$ cat config.mk
export PLATFORM = sky130hd
export DESIGN_NAME = sync_fifo
export DESIGN_NICKNAME = d
export VERILOG_FILES = /design/src/rtl/sync_fifo_pkg.sv /design/src/rtl/sync_fifo_mem.sv /design/src/rtl/sync_fifo.sv
export SDC_FILE = /design/constraint.sdc
export NUM_CORES = 1
export LEC_CHECK = 0
export CAP_MARGIN = 20
export CELL_PAD_IN_SITES_DETAIL_PLACEMENT = 0
export CELL_PAD_IN_SITES_GLOBAL_PLACEMENT = 1
export CORE_ASPECT_RATIO = 1.25
export CORE_MARGIN = 2
export CORE_UTILIZATION = 45
export CTS_BUF_LIST = sky130_fd_sc_hd__clkbuf_16
export DETAILED_ROUTE_END_ITERATION = 16
export PLACE_DENSITY_LB_ADDON = 0.08
export SYNTH_ARGS = -nofsm -noshare
export SYNTH_HDL_FRONTEND = slang
export SYNTH_SLANG_ARGS = --single-unit
$ cat constraint.sdc
create_clock -name clk -period 6.3 [get_ports clk]
set_input_delay 0.945 -clock clk [delete_from_list [all_inputs] [get_ports clk]]
set_output_delay 0.945 -clock clk [all_outputs]
set_load 0.01 [all_outputs]
$ cat src/rtl/sync_fifo_pkg.sv
// sync_fifo_pkg: default FIFO geometry and the pointer-width derivation.
package sync_fifo_pkg;
  localparam int DATA_W_DEF = 16;
  localparam int DEPTH_DEF  = 16;
  function automatic int addr_w(input int depth);
    return $clog2(depth);
  endfunction
endpackage

$ cat src/rtl/sync_fifo_mem.sv
// sync_fifo_mem: DEPTH x DATA_W register array, one write port and one read port, no reset.
// Ports: clk; we_i/waddr_i/wdata_i write port; raddr_i/rdata_o read port.
// The read port is combinational. The owner captures rdata_o into a register
// on the edge that accepts the read, which completes the synchronous read.
module sync_fifo_mem #(
  parameter int DATA_W = 16,
  parameter int DEPTH  = 16,
  parameter int ADDR_W = 4
) (
  input  logic              clk,
  input  logic              we_i,
  input  logic [ADDR_W-1:0] waddr_i,
  input  logic [DATA_W-1:0] wdata_i,
  input  logic [ADDR_W-1:0] raddr_i,
  output logic [DATA_W-1:0] rdata_o
);
  logic [DATA_W-1:0] mem_q [DEPTH];
  always_ff @(posedge clk)
    if (we_i) mem_q[waddr_i] <= wdata_i;
  assign rdata_o = mem_q[raddr_i];
endmodule

$ cat src/rtl/sync_fifo.sv
// sync_fifo: synchronous FIFO with a registered read output and full/empty flags.
// Ports: clk, rstn (async active-low); wr_en/din push; rd_en pops into dout;
// empty/full are decoded from the registered pointers.
module sync_fifo
  import sync_fifo_pkg::*;
#(
  parameter int DATA_W = DATA_W_DEF,
  parameter int DEPTH  = DEPTH_DEF
) (
  input  logic              clk,
  input  logic              rstn,
  input  logic              wr_en,
  input  logic              rd_en,
  input  logic [DATA_W-1:0] din,
  output logic [DATA_W-1:0] dout,
  output logic              empty,
  output logic              full
);
  localparam int ADDR_W = addr_w(DEPTH);
  logic [ADDR_W:0] wr_ptr_q, wr_ptr_d, rd_ptr_q, rd_ptr_d;
  logic [DATA_W-1:0] dout_q, dout_d, rd_data;
  logic wr_acc, rd_acc;
  // Pointers carry one extra wrap bit so that full and empty differ only in that bit.
  assign empty  = wr_ptr_q == rd_ptr_q;
  assign full   = (wr_ptr_q[ADDR_W-1:0] == rd_ptr_q[ADDR_W-1:0]) && (wr_ptr_q[ADDR_W] != rd_ptr_q[ADDR_W]);
  assign wr_acc = wr_en && !full;
  assign rd_acc = rd_en && !empty;
  assign dout   = dout_q;
  always_comb begin
    wr_ptr_d = wr_acc ? wr_ptr_q + (ADDR_W+1)'(1) : wr_ptr_q;
    rd_ptr_d = rd_acc ? rd_ptr_q + (ADDR_W+1)'(1) : rd_ptr_q;
    dout_d   = rd_acc ? rd_data : dout_q;
  end
  always_ff @(posedge clk or negedge rstn)
    if (!rstn) begin
      wr_ptr_q <= '0;
      rd_ptr_q <= '0;
      dout_q   <= '0;
    end else begin
      wr_ptr_q <= wr_ptr_d;
      rd_ptr_q <= rd_ptr_d;
      dout_q   <= dout_d;
    end
  // A write and a read that are both accepted never share an address, so no bypass is needed.
  sync_fifo_mem #(.DATA_W(DATA_W), .DEPTH(DEPTH), .ADDR_W(ADDR_W)) u_mem (
    .clk     (clk),
    .we_i    (wr_acc),
    .waddr_i (wr_ptr_q[ADDR_W-1:0]),
    .wdata_i (din),
    .raddr_i (rd_ptr_q[ADDR_W-1:0]),
    .rdata_o (rd_data)
  );
endmodule

==> impl_metrics.prom <==
# TYPE chip_impl_metric gauge
chip_impl_metric{name="fp.dieArea",unit="µm²"} 25500
chip_impl_metric{name="finalCritPeriodShare",unit=""} 0.542
chip_impl_metric{name="setup_viol",unit=""} 0
chip_impl_metric{name="drive_above_1_share",unit=""} 0.250
chip_impl_metric{name="dr_total_vias",unit=""} 4993
chip_impl_metric{name="postCtsResizedCells",unit=""} 0
chip_impl_info{name="min-delay-path-class",value="input port to async pin"} 1
chip_impl_metric{name="cts_hold_buffers",unit=""} 0
chip_impl_metric{name="grt_antenna_before_repair",unit=""} 1
chip_impl_metric{name="total_leakage_power",unit="nW"} 4.09
chip_impl_metric{name="detailedPlacementHpwl",unit="mm"} 15.0
chip_impl_metric{name="gr_ovfl_total",unit=""} 0
chip_impl_metric{name="core.rowCount",unit=""} 63
chip_impl_metric{name="drt_drc_violations_left",unit=""} 0
chip_impl_metric{name="fp.dieW",unit="µm"} 143
chip_impl_metric{name="critPathMaxFanout",unit=""} 18
chip_impl_info{name="timing.critical_path.slowest_stage_cell",value="sky130_fd_sc_hd__dfrtp_2"} 1
chip_impl_info{name="rsz0062_at_grt",value="no"} 1
chip_impl_metric{name="first_pass_iters",unit=""} 4
chip_impl_metric{name="synth.ff_latch_count",unit=""} 282
chip_impl_metric{name="final-hold-violation-count",unit=""} 0
chip_impl_metric{name="timing.hold.ws",unit="ns"} 0.496
chip_impl_info{name="synth_flop_cell",value="sky130_fd_sc_hd__edfxtp_1"} 1
chip_impl_metric{name="dpl.cell_count",unit=""} 839
chip_impl_metric{name="synthesis.area",unit="µm²"} 10900
chip_impl_metric{name="final_period_minus_worst_setup_slack",unit="ns"} 3.42
chip_impl_metric{name="detailedRoute.firstIterationViolations",unit=""} 394
chip_impl_metric{name="yosys.area.top_type_share",unit=""} 0.705
chip_impl_info{name="setup.worst_path.class",value="register to output pin"} 1
chip_impl_metric{name="fp.dieH",unit="µm"} 178
chip_impl_metric{name="clock_tree.buffer_depth",unit=""} 3
chip_impl_info{name="cts_tree",value="done"} 1
chip_impl_metric{name="worstPathBufferInverterCount",unit=""} 1
chip_impl_metric{name="cts_post_setup_buffers_inserted",unit=""} 0
chip_impl_metric{name="yosysWarnings",unit=""} 0
chip_impl_metric{name="placer_congestion",unit=""} 0.769
chip_impl_metric{name="routed-wl-met3",unit="mm"} 1.06
chip_impl_metric{name="synth-edff-count",unit=""} 256
chip_impl_metric{name="grt_max_degree",unit=""} 52
chip_impl_metric{name="avgViaCountPerCell",unit=""} 5.60
chip_impl_metric{name="grt_first_pass_wirelength",unit="mm"} 35.7
chip_impl_metric{name="critical_path_arrival",unit="ns"} 2.47
chip_impl_metric{name="clock-sinks",unit=""} 282
chip_impl_metric{name="port_buffers",unit=""} 37
chip_impl_metric{name="postSynth.asyncResetShare",unit=""} 0.0922
chip_impl_metric{name="slowest_delay",unit="ns"} 0.67
chip_impl_metric{name="tritoncts_buffers",unit=""} 28
chip_impl_metric{name="timing.max_slew.rel_slack",unit=""} 0.356
chip_impl_metric{name="worstPathRequired",unit="ns"} 5.35
chip_impl_metric{name="boundaryPins",unit=""} 38
chip_impl_metric{name="syn_inst",unit=""} 498
chip_impl_metric{name="finish.instance_area",unit="µm²"} 12500
chip_impl_info{name="route.top_layer_used",value="met4"} 1
chip_impl_metric{name="maxCapViolations",unit=""} 0
chip_impl_metric{name="floorplan.initialDensity",unit=""} 0.459
chip_impl_metric{name="wl_cell",unit="µm"} 27.9
chip_impl_metric{name="clkSlewWorstSetupHoldPaths",unit="ns"} 0.07
chip_impl_info{name="cell_with_the_most_instances_after_synthesis",value="sky130_fd_sc_hd__edfxtp_1"} 1
chip_impl_metric{name="pin_slew_with_the_least_headroom_to_its_limit",unit="ns"} 0.962
chip_impl_info{name="post_synth_main_area_contributors",value="sky130_fd_sc_hd__edfxtp_1 71%, sky130_fd_sc_hd__mux4_2 13%, sky130_fd_sc_hd__dfrtp_1 6.0%"} 1
chip_impl_metric{name="cts-htree-levels",unit=""} 1
chip_impl_metric{name="clock-skew-final",unit="ns"} 0.0248
chip_impl_metric{name="total_length_of_routed_met2_wires",unit="mm"} 13.2
chip_impl_metric{name="nets",unit=""} 570
chip_impl_metric{name="antenna_fix_cells",unit=""} 0
chip_impl_metric{name="synthesis.nets",unit=""} 523
chip_impl_metric{name="syn_to_final_growth",unit="%"} 14.8
chip_impl_info{name="cpLargestDelayFamily",value="flip-flops"} 1
chip_impl_info{name="endpoint_kind",value="output pin"} 1
chip_impl_metric{name="finalMaxSlewViolations",unit=""} 0
chip_impl_metric{name="detailed_routing_wirelength_on_met1",unit="mm"} 10.1
chip_impl_info{name="netlist_top_cells_count",value="256 x sky130_fd_sc_hd__edfxtp_1, 64 x sky130_fd_sc_hd__mux4_2, 32 x sky130_fd_sc_hd__a22oi_1"} 1
chip_impl_metric{name="vdd_ir_drop_max",unit="V"} 0.000293
chip_impl_metric{name="post_synth.cell_area_avg",unit="µm²"} 21.9
chip_impl_info{name="result_of_the_run",value="finished, final reports clean"} 1
chip_impl_metric{name="reg2reg_setup_slack",unit="ns"} 3.50
chip_impl_info{name="worst_setup_path_start_kind",value="register"} 1
chip_impl_metric{name="power_density_over_the_cells",unit="nW/µm²"} 465
chip_impl_metric{name="layoutNonFillerInstCount",unit=""} 892
chip_impl_metric{name="postRouteWirelength",unit="mm"} 24.9
chip_impl_metric{name="totalPowerFinal",unit="W"} 0.00582
chip_impl_metric{name="setup_tns",unit="ns"} 0
chip_impl_metric{name="share_of_synthesized_area_occupied_by_flip_flops_and_latches",unit=""} 0.765
chip_impl_metric{name="place_area",unit="µm²"} 11600
chip_impl_metric{name="synth_cell_types",unit=""} 27
chip_impl_metric{name="first_global_vias",unit=""} 5141
chip_impl_metric{name="global_route.usage.total",unit=""} 0.201
chip_impl_metric{name="antenna_violating_nets_post_route",unit=""} 0
chip_impl_metric{name="fp.coreArea",unit="µm²"} 23700
chip_impl_info{name="critical_path.cell_chain",value="xnor2_1 -> nand4_2 -> nor2_1 -> clkdlybuf4s50_1"} 1
chip_impl_info{name="netlist.top_cell.by_area",value="sky130_fd_sc_hd__edfxtp_1"} 1
chip_impl_metric{name="fmaxAchievable",unit="MHz"} 293
chip_impl_metric{name="clkLatencyLatePin",unit="ns"} 0.55
chip_impl_info{name="clk_root_buffer_cell",value="sky130_fd_sc_hd__clkbuf_16"} 1
chip_impl_metric{name="final.fill_count",unit=""} 1862
## per-layer routing
| metal | vias to the layer above | track usage |
|---|---|---|
| li1 | 2168 | - |
| met3 | 38 | 0.0236 |
| met4 | 0 | 0.0512 |
| met1 | 2672 | 0.266 |
| met2 | 115 | 0.357 |
| met5 | - | 0 |
## per-stage QoR
step,utilization,setup slack [ns]
2_1_floorplan,-,3.64
3_3_place_gp,0.487,3.09
3_5_place_dp,0.487,3.03
4_1_cts,0.526,2.81
5_1_grt,0.527,2.70
6_report,0.527,2.88
## worst reg2reg max path: stages (launching register included)
cell,delay [ns]
sky130_fd_sc_hd__dfrtp_2,0.67
sky130_fd_sc_hd__xnor2_1,0.16
sky130_fd_sc_hd__nand4_2,0.26
sky130_fd_sc_hd__o21a_1,0.49
sky130_fd_sc_hd__and3_1,0.85
## placed cells by master, fill, tap and decap left out, types with 6 or more instances in the layout
cell type                         Yosys  routed
sky130_fd_sc_hd__xnor2_1             13      13
sky130_fd_sc_hd__edfxtp_1           256     256
sky130_fd_sc_hd__a22oi_1             32      32
sky130_fd_sc_hd__and3_1              15      15
sky130_fd_sc_hd__clkinv_2             0       7
sky130_fd_sc_hd__clkbuf_16            0      29
sky130_fd_sc_hd__nand2_1             16      16
sky130_fd_sc_hd__mux2_2              17      17
sky130_fd_sc_hd__buf_4                0       6
sky130_fd_sc_hd__dfrtp_1             26      24
sky130_fd_sc_hd__mux4_2              64      64
sky130_fd_sc_hd__clkdlybuf4s50_1      0      36
## final cells by class
cell class                 instances  area, µm²  area share
clock inverter                    23        203      0.0162
multi-input combinational        186       2390       0.191
clock buffer                      29        726      0.0580
tap                              325        407      0.0325
timing repair buffer              44        438      0.0350
inverter                           3       11.3    0.000900
sequential                       282       8340       0.667
## logic make-up after synthesis
group                    Yosys count  synth area share
flip-flops                       282             0.765
multiplexers                      82             0.151
AND/OR/NAND/NOR                   45            0.0217
AO/OA/AOI/OAI                     40            0.0285
buffers and inverters             30            0.0171
XOR/XNOR                          14            0.0112
adder cells (fa/ha/maj)            5           0.00574
## report_power, final
part	total (W)	leakage, nW	switching [W]	internal (W)
combinational	0.00168	1.02	0.000893	0.000785
sequential	0.00248	2.62	0.000172	0.00231
clock	0.00166	0.453	0.000701	0.000961
total	0.00582	4.09	0.00177	0.00406
## path summary, 6_finish.rpt
kind	endpoint	startpoint	depth (start not counted)
worst max-delay path	empty	rd_ptr_q[2]$_DFFE_PN0P_	4
worst min-delay path	dout[9]$_DFFE_PN0P_	rstn	1
worst max register to register	u_mem.mem_q[13][4]$_DFFE_PP_	rd_ptr_q[2]$_DFFE_PN0P_	4
worst min register to register	dout[12]$_DFFE_PN0P_	dout[12]$_DFFE_PN0P_	1
max in group asynchronous	rd_ptr_q[0]$_DFFE_PN0P_	rstn	1
min in group clk	dout[12]$_DFFE_PN0P_	dout[12]$_DFFE_PN0P_	1
## sequential cells by signal, indices dropped and copies added, names as in the netlist
register,count
u_mem.mem_q,256
rd_ptr_q,5
wr_ptr_q,5
dout,16
No activity file was read; power rests on OpenSTA's default activity.
